File: src/rtl/pwenc_pkg.sv
// Shared types and constants for the password-to-MD4-block encoder.
package pwenc_pkg;

    typedef enum logic [2:0] {
        IDLE,
        CHECK,
        CLEAR,
        FILL,
        PAD,
        DONE
    } pwenc_state_t;

    localparam int unsigned MD4_BLOCK_W    = 512;
    localparam logic [7:0]  MD4_PAD_BYTE   = 8'h80;
    localparam int unsigned LEN_FIELD_BYTE = 56;
    localparam logic [7:0]  CHAR_MIN       = 8'h20;
    localparam logic [7:0]  CHAR_MAX       = 8'h7E;

endpackage

File: src/rtl/pwenc_bytewrite.sv
// One-hot byte write-enable decode into the 512-bit MD4 block.
module pwenc_bytewrite
    import pwenc_pkg::*;
#(
    parameter int unsigned NBYTES = MD4_BLOCK_W / 8
) (
    input  logic [5:0]        idx,
    input  logic              en,
    output logic [NBYTES-1:0] be
);

    always_comb begin
        be = '0;
        if (en) be[idx] = 1'b1;
    end

endmodule

File: src/rtl/pwencoder.sv
// Serial UTF-16LE + MD4-padding block builder for the NT hash core.
// Define PWENC_CHARCHECK_EN to reject candidates with non-printable characters.
module pwencoder
    import pwenc_pkg::*;
#(
    parameter int unsigned MAX_CHARS = 20,
    parameter int unsigned CHAR_W    = 8
) (
    input  logic                        clk,
    input  logic                        rst,
    input  logic [MAX_CHARS*CHAR_W-1:0] in_password,
    input  logic [4:0]                  in_length,
    input  logic                        trigger,
    output logic                        in_ready,
    output logic [MD4_BLOCK_W-1:0]      out_block,
    output logic                        out_valid,
    input  logic                        out_ready,
    output logic                        err
);

    pwenc_state_t state, state_n;

    logic [MAX_CHARS*CHAR_W-1:0] pw_q;
    logic [4:0]                  len_q;
    logic [4:0]                  idx_q;
    logic [CHAR_W-1:0]           cur_char;
    logic                        too_long;
    logic                        last_char;
    logic                        char_bad;
    logic [5:0]                  wr_idx;
    logic                        wr_en;
    logic [7:0]                  wr_byte;
    logic [MD4_BLOCK_W/8-1:0]    be;
    logic [15:0]                 bit_len;

    always_comb begin
        cur_char  = pw_q[idx_q*CHAR_W +: CHAR_W];
        too_long  = (32'(len_q) > MAX_CHARS);
        last_char = (idx_q == len_q - 5'd1);
        bit_len   = 16'({len_q, 4'b0000});
`ifdef PWENC_CHARCHECK_EN
        char_bad  = (cur_char < CHAR_MIN) || (cur_char > CHAR_MAX);
`else
        char_bad  = 1'b0;
`endif
    end

    // A single decoder serves both the character write and the pad-byte write.
    always_comb begin
        wr_idx  = {idx_q, 1'b0};
        wr_byte = 8'(cur_char);
        wr_en   = 1'b0;
        if (state == FILL) begin
            wr_en = !char_bad;
        end else if (state == PAD) begin
            wr_idx  = {len_q, 1'b0};
            wr_byte = MD4_PAD_BYTE;
            wr_en   = 1'b1;
        end
    end

    pwenc_bytewrite #(.NBYTES(MD4_BLOCK_W / 8)) u_bytewrite (
        .idx (wr_idx),
        .en  (wr_en),
        .be  (be)
    );

    always_ff @(posedge clk or posedge rst) begin
        if (rst) state <= IDLE;
        else     state <= state_n;
    end

    always_comb begin
        state_n = state;
        case (state)
            IDLE:    if (trigger) state_n = CHECK;
            CHECK:   state_n = too_long ? IDLE : CLEAR;
            CLEAR:   state_n = (len_q != 5'd0) ? FILL : PAD;
            FILL: begin
                if (char_bad)       state_n = IDLE;
                else if (last_char) state_n = PAD;
            end
            PAD:     state_n = DONE;
            DONE:    if (out_valid && out_ready) state_n = IDLE;
            default: state_n = IDLE;
        endcase
    end

    assign in_ready = (state == IDLE);

    always_ff @(posedge clk or posedge rst) begin
        if (rst) begin
            pw_q      <= '0;
            len_q     <= '0;
            idx_q     <= '0;
            out_block <= '0;
            out_valid <= 1'b0;
            err       <= 1'b0;
        end else begin
            err <= 1'b0;
            case (state)
                IDLE: begin
                    if (trigger) begin
                        pw_q  <= in_password;
                        len_q <= in_length;
                        idx_q <= '0;
                    end
                end
                CHECK: if (too_long) err <= 1'b1;
                CLEAR: out_block <= '0;
                FILL: begin
                    if (char_bad) begin
                        err       <= 1'b1;
                        out_block <= '0;
                    end else begin
                        // Character lands on the even byte, its UTF-16LE high byte is zero.
                        for (int unsigned k = 0; k < MD4_BLOCK_W / 8; k++)
                            if (be[k]) out_block[8*k +: 8] <= wr_byte;
                        for (int unsigned k = 1; k < MD4_BLOCK_W / 8; k++)
                            if (be[k-1]) out_block[8*k +: 8] <= '0;
                        idx_q <= idx_q + 5'd1;
                    end
                end
                PAD: begin
                    for (int unsigned k = 0; k < MD4_BLOCK_W / 8; k++)
                        if (be[k]) out_block[8*k +: 8] <= wr_byte;
                    out_block[8*LEN_FIELD_BYTE +: 64] <= {48'h0, bit_len};
                    out_valid <= 1'b1;
                end
                DONE: if (out_valid && out_ready) out_valid <= 1'b0;
                default: ;
            endcase
        end
    end

endmodule

File: config.mk
export PLATFORM = sky130hd
export DESIGN_NAME = pwencoder
export DESIGN_NICKNAME = d
export VERILOG_FILES = /design/src/rtl/pwenc_pkg.sv /design/src/rtl/pwenc_bytewrite.sv /design/src/rtl/pwencoder.sv
export SDC_FILE = /design/constraint.sdc
export NUM_CORES = 1
export LEC_CHECK = 0
export BUFFER_PORTS_ARGS = -buffer_cell sky130_fd_sc_hd__buf_2
export CORE_AREA = 3 3 267 269
export CTS_CLUSTER_DIAMETER = 150
export DETAILED_ROUTE_END_ITERATION = 12
export DIE_AREA = 0 0 270 272
export PLACE_DENSITY = 0.5
export SKIP_CTS_REPAIR_TIMING = 1
export SYNTH_ARGS = -nofsm -noshare
export SYNTH_HDL_FRONTEND = slang
export SYNTH_SLANG_ARGS = --single-unit
File: constraint.sdc
create_clock -name clk -period 17.3 [get_ports clk]
set_clock_uncertainty 0.2 [all_clocks]
set_input_delay 0 -clock clk [delete_from_list [all_inputs] [get_ports clk]]
set_output_delay 0 -clock clk [all_outputs]
set_load 0.005 [all_outputs]
==> impl_metrics.py, run 1 <==
metrics = {
    "run_status": {
        "status": "finished, violations left",
        "violations": "negative hold slack",
    },
    "grt": {
        "track_usage_pct": 17.3,
        "gr-total-overflow": 0,
        "grt_pass1_vias": 14200,
        "antenna_found_initial": 4,
        "grt_pass1_wl_um": 96500,
        "grt_start_max_net_pins": 123,
    },
    "worst_setup_path": {
        "slowest_stage": "buf_4",
        "slowest_delay_ps": 1000,
        "cp_max_fo": 89,
        "cp-start-kind": "flip-flop",
        "cpLargestDelayFamily": "buffers and inverters",
        "crit_buf_inv": 2,
        "cp.arrival_ps": 4520,
        "critPathRequiredTime_ps": 17590,
        "endpoint_kind": "flip-flop",
        "path_cells": "nor3_1 > and2_4 > buf_4 > mux2_2 > dlygate4sd3_1",
        "crit_type": "flip-flop to flip-flop",
    },
    "clock_network": {
        "root_buffer": "clkbuf_16",
        "h-tree-depth": 2,
        "cts_sinks": 463,
        "tritoncts": "done",
        "cts_buffer_depth": 3,
        "clk_pin_slew_worst_paths_ps": 60,
        "numCtsBuffers": 53,
        "clock_latency_ps": 610,
    },
    "detailed_routing": {
        "routed_wl_um": 69100,
        "wire_per_inst_um": 20.2,
        "drt_iter0_markers": 901,
        "drc": 0,
        "vias_per_cell": 4.41,
        "ant_nets": 0,
        "drt-pass1-iter-count": 5,
        "vias": 15100,
    },
    "place": {
        "pre_cts_slack_ps": 13480,
        "gp_congestion": 0.785,
        "place_hpwl_um": 47600,
        "placement.io_buffers": 459,
    },
    "sta": {
        "max_slew.worst_pin.slew_ps": 1270,
        "slew_viol_final": 0,
        "hold_ws_ps": -15.5,
        "rsz0062_at_grt": "false",
        "relSlewSlack_pct": 15.0,
        "fin_ws_ps": 13070,
        "fmax_mhz": 236,
        "fin_crit_sh_pct": 24.4,
        "finalSetupTns_ps": 0,
        "finalSetupViolations": 0,
        "hold_viol_final": 5,
        "fin_crit_ps": 4230,
    },
    "synthesis": {
        "synthDistinctLibCells": 60,
        "yosys.area.top_type_share_pct": 56.2,
        "async_flop_share_pct": 100,
        "synth_edf_count": 0,
        "synthTopCellsByCount": "dfrtp_1, buf_4, mux2_2, nand2_1, and2_1",
        "yosys-top-cells-area": "dfrtp_1, mux2_2, buf_4, mux2i_1, mux4_2",
        "synthFlopType": "dfrtp_1",
        "yosysMostFrequentCell": "dfrtp_1",
        "syn_area_um2": 20600,
        "ys_seq_elements": 463,
        "yosysTopAreaCell": "dfrtp_1",
        "ys_seq_area_share_pct": 56.2,
        "yosys_warnings": 0,
        "syn_avg_cell_area_um2": 12.1,
        "syn_inst": 1700,
    },
    "layout": {
        "area.sequential_um2": 11600,
        "post-route-util_pct": 40.6,
        "area_growth_pct": 35.6,
        "final.fill_count": 6568,
        "multi_input_area_um2": 7740,
        "nets": 2608,
        "layout-drive-gt1-share_pct": 32.1,
    },
    "floorplanning": {
        "dieArea_um2": 73400,
        "start_util_pct": 30.0,
        "die_h_um": 272,
        "die_w_um": 270,
        "coreArea_um2": 68800,
        "io_pins": 684,
        "rows": 96,
    },
    "min_path": {
        "min_path_type": "input pin to flip-flop",
    },
    "job": {
        "cap_violations": 0,
    },
    "pwr": {
        "pwr_density_cell_nw_per_um2": 150,
        "peakVddDrop_mv": 0.111,
        "power.leakage_uw": 0.0138,
    },
}
-- where the power goes --
group	internal (µW)	total, µW	switching (µW)
combinational	604	1380	781
clock	733	1210	480
sequential	1370	1580	210
total	2710	4180	1470
-- logic make-up after synthesis --
group / after synthesis / synth area share (%)
xor gates and xnor gates: 6 / 0.255
DFF: 463 / 56.2
AOI/OAI and AO/OA: 210 / 6.18
other: 1 / 0.0182
and+or+nand+nor: 410 / 10.3
muxes: 274 / 16.1
buffers and inverters: 333 / 10.7
adders and majority gates: 3 / 0.182
-- layout by cell type, fill, tap and decap left out, drive strengths merged, types with 3 or more instances in the layout --
cell         netlist  final
a21oi             75     75
a221oi             3      3
a22o               4      4
a22oi             10     10
a31oi              4      4
and2              80     80
and3              47     47
buf              285    478
bufinv             0      8
clkbuf            42     76
clkinv             0     10
conb               1    224
dfrtp            463    463
diode              0      4
dlygate4sd3        0    307
ha                 3      3
inv                6      9
mux2             171    171
mux2i             75     75
mux4              28     28
nand2             99     99
nand2b             5      5
nand3             79     79
nand3b             7      7
nor2              56     56
nor2b             12     12
nor3              10     10
nor3b              5      5
o21ai             80     80
o22ai              3      3
o2bb2ai           15     15
o31ai              4      4
xnor2              5      5
-- stage by stage --
stage                     instances  instance area [µm²]  total power (µW)
final                          3415                27900              4180
after global routing           3413                27900              4420
after CTS                      3104                24900              4170
after detailed placement       3005                23000              2940
after global placement         3005                23000              2900
after floorplan                1923                21500              2440
-- path summary, 6_finish.rpt --
check                                           startpoint                    endpoint  slack, ps  cells after the start
worst max register to register        state[0]$_DFFE_PP0P_         pw_q[0]$_DFFE_PP0P_      13070                      5
max in group asynchronous                              rst  out_block[262]$_DFFE_PP0P_      13880                      6
worst min register to register  out_block[421]$_DFFE_PP0P_  out_block[421]$_DFFE_PP0P_        280                      1
worst min-delay path                      in_password[157]       pw_q[157]$_DFFE_PP0P_        -20                      3
min in group asynchronous                              rst  out_block[480]$_DFFE_PP0P_        520                      4
worst max-delay path                  state[0]$_DFFE_PP0P_         pw_q[0]$_DFFE_PP0P_      13070                      5
-- tightest hold or removal path: cells and delay by family --
family	cells	cell delay, ps
mux	1	140
buf+inv	2	620
-- layout make-up --
class / count / area share (%)
Sequential cell: 463 / 41.5
Multi-Input combinational cell: 1127 / 27.7
Timing Repair Buffer: 785 / 19.7
Clock buffer: 76 / 5.41
Tap cell: 931 / 4.17
Clock inverter: 23 / 1.37
Inverter: 6 / 0.107
Antenna cell: 4 / 0.0358
-- layer usage --
layer	GRT usage, %	share of wire (%)	wire length [µm]	vias up
li1	-	-	-	6923
met1	20.4	39	27200	7528
met2	30.6	52	36000	504
met3	5.23	6.0	4150	98
met4	4.91	2.6	1770	2
met5	0	0.019	13	-
-- flip-flops by register name, indices dropped and copies added (netlist names) --
signal     cells
err            1
pw_q         160
idx_q          5
out_valid      1
state          3
len_q          5
out_block    288
(Power assumes the default switching activity.)
==> run 2, diff against run 1 <==
--- a/config.mk
+++ b/config.mk
@@ -6,11 +6,11 @@
 export NUM_CORES = 1
 export LEC_CHECK = 0
 export BUFFER_PORTS_ARGS = -buffer_cell sky130_fd_sc_hd__buf_2
-export CORE_AREA = 3 3 267 269
+export CORE_AREA = 3 3 265 267
 export CTS_CLUSTER_DIAMETER = 150
 export DETAILED_ROUTE_END_ITERATION = 12
-export DIE_AREA = 0 0 270 272
-export PLACE_DENSITY = 0.5
+export DIE_AREA = 0 0 268 270
+export PLACE_DENSITY = 0.52
 export SKIP_CTS_REPAIR_TIMING = 1
 export SYNTH_ARGS = -nofsm -noshare
 export SYNTH_HDL_FRONTEND = slang
==> constraint.sdc (replaced) <==
create_clock -name clk -period 3.7 [get_ports clk]
set_clock_uncertainty 0.2 [all_clocks]
set_input_delay 0 -clock clk [delete_from_list [all_inputs] [get_ports clk]]
set_output_delay 0 -clock clk [all_outputs]
set_load 0.005 [all_outputs]
==> impl_metrics.py, run 2 (synthesis gave the netlist of run 1 again) <==
metrics = {
    "worst_setup_path": {
        "crit_path_frequent_cell": "dlygate4sd3_1",
        "critPathLaunch": "state[0]$_DFFE_PP0P_",
        "slowest_stage": "dfrtp_1",
        "r2r-end": "len_q[0]$_DFFE_PP0P_",
        "crit_buf_inv": 2,
        "endpoint_kind": "flip-flop",
        "critPathRequiredTime_ps": 4040,
        "worstReg2RegStart": "state[0]$_DFFE_PP0P_",
        "path_cells": "nor3_1 > and2_4 > nand2_1 > dlygate4sd3_1 > o21ai_0 > dlygate4sd3_1",
        "cp.arrival_ps": 3490,
        "cpLargestDelayFamily": "buffers and inverters",
        "rr_worst_depth": 6,
        "slowest_delay_ps": 600,
        "cp_max_fo": 33,
        "r2r_setup_slack_ps": 540,
        "cp-start-kind": "flip-flop",
        "crit_type": "flip-flop to flip-flop",
    },
    "detailed_routing": {
        "vias_per_cell": 4.52,
        "wire_per_inst_um": 20.2,
        "drt-pass1-iter-count": 4,
        "drt_iter0_markers": 949,
        "routed_wl_um": 69500,
        "ant_nets": 0,
        "drc": 0,
        "vias": 15600,
    },
    "pwr": {
        "seq_power_share_pct": 37.1,
        "peakVddDrop_mv": 0.489,
        "intPower_uw": 12900,
        "p_sw_uw": 7000,
        "p_comb_share_pct": 35.2,
        "switching_share_pct": 35.2,
        "power.share.clock_pct": 27.7,
        "power.leakage_uw": 0.0142,
        "pwr_density_cell_nw_per_um2": 694,
    },
    "layout": {
        "top_regs": "out_block (288), pw_q (160)",
        "multi_input_area_um2": 7750,
        "largest_register_ffs": 288,
        "final.fill_count": 6449,
        "area_growth_pct": 39.0,
        "nets": 2680,
        "area.sequential_um2": 11600,
        "top_register": "out_block",
        "post-route-util_pct": 41.9,
        "final_cell_mix": "dfrtp_1, buf_2, dlygate4sd3_1",
        "stdcell_count": 3441,
        "layout-drive-gt1-share_pct": 32.5,
        "final_common_cell": "dfrtp_1",
    },
    "clock_network": {
        "h-tree-depth": 2,
        "clk_pin_slew_worst_paths_ps": 60,
        "cts_sinks": 463,
        "tritoncts": "done",
        "cts_buffer_depth": 3,
        "root_buffer": "clkbuf_16",
        "numCtsBuffers": 54,
        "clock_latency_ps": 600,
    },
    "min_path": {
        "min-delay-start": "in_length[4]",
        "min_path_type": "input pin to flip-flop",
        "holdPathEnd": "len_q[4]$_DFFE_PP0P_",
        "whs_path_depth": 3,
    },
    "floorplanning": {
        "start_util_pct": 30.2,
        "dieArea_um2": 72400,
        "die_w_um": 268,
        "die_h_um": 270,
        "coreArea_um2": 68300,
        "rows": 96,
        "io_pins": 684,
    },
    "sta": {
        "hold_viol_final": 1,
        "rsz0062_at_grt": "false",
        "max_slew.worst_pin.slew_ps": 870,
        "relSlewSlack_pct": 42.0,
        "hold_ws_ps": -1.36,
        "fin_crit_ps": 3160,
        "fin_crit_sh_pct": 85.3,
        "fin_ws_ps": 545,
        "slew_viol_final": 0,
        "fmax_mhz": 317,
        "finalSetupViolations": 0,
    },
    "place": {
        "dp.cells": 2981,
        "place_hpwl_um": 47500,
        "placement.io_buffers": 459,
        "pre_cts_slack_ps": 619,
        "gp_congestion": 0.783,
    },
    "grt": {
        "grt_start_max_net_pins": 121,
        "grt_pass1_vias": 14200,
        "grt_pass1_wl_um": 94200,
        "antenna_found_initial": 6,
        "gr-total-overflow": 0,
        "track_usage_pct": 17.3,
    },
    "job": {
        "cap_violations": 0,
    },
    "run_status": {
        "status": "finished, violations left",
        "violations": "negative hold slack",
    },
}
==> run 2: worst max-delay path by stage <==
stage,endpoint,slack (ps),cells after the start
floorplan,err$_DFF_PP0_,-2770,1
global placement,out_block[483]$_DFFE_PP0P_,680,5
detailed placement,out_block[475]$_DFFE_PP0P_,620,5
CTS,out_block[272]$_DFFE_PP0P_,600,5
global route,len_q[0]$_DFFE_PP0P_,370,6
finish,len_q[0]$_DFFE_PP0P_,540,6
==> run 2: through the flow <==
| step | instance area, µm² | hold WS [ps] | total power, µW | setup TNS, ps |
|---|---|---|---|---|
| 2_1_floorplan | 21500 | -83.2 | 11400 | -1281100 |
| 3_3_place_gp | 23200 | -46.7 | 13800 | 0 |
| 4_1_cts | 25100 | -696 | 19600 | 0 |
| 3_5_place_dp | 23200 | -33.9 | 14000 | 0 |
| 5_1_grt | 28600 | -11.9 | 21000 | 0 |
| 6_report | 28600 | -1.36 | 19900 | 0 |
==> run 2: layout make-up <==
cell class              instances  area share [%]
inverters                       6          0.0917
flip-flops and latches        463            40.5
well taps                     882            3.85
diodes                          5          0.0437
clock buffers                  75            5.45
repair buffers                856            22.0
clock inverters                27            1.04
multi-input cells            1127            27.0
==> run 2: power by group through the flow <==
stage | sequential, µW | clock [µW] | combinational, µW
3_5_place_dp | 7430 | 0 | 6530
2_1_floorplan | 7060 | 0 | 4340
5_1_grt | 7550 | 5890 | 7570
6_report | 7390 | 5500 | 7000
4_1_cts | 7340 | 5670 | 6550
3_3_place_gp | 7350 | 0 | 6430
==> run 2: metal layers <==
layer	GRT usage (%)	vias to the layer above	routed length, µm
met2	29.6	553	35900
met5	0	-	0
li1	-	7074	-
met4	6.06	0	2480
met3	5.38	132	4390
met1	20.6	7807	26700
==> run 2: worst reg2reg max path, delay by kind of cell, from the launching register on <==
kind,cells,cell delay (ps)
simple gates,3,1110
flops,1,600
buf+inv,2,1130
compound gates,1,60
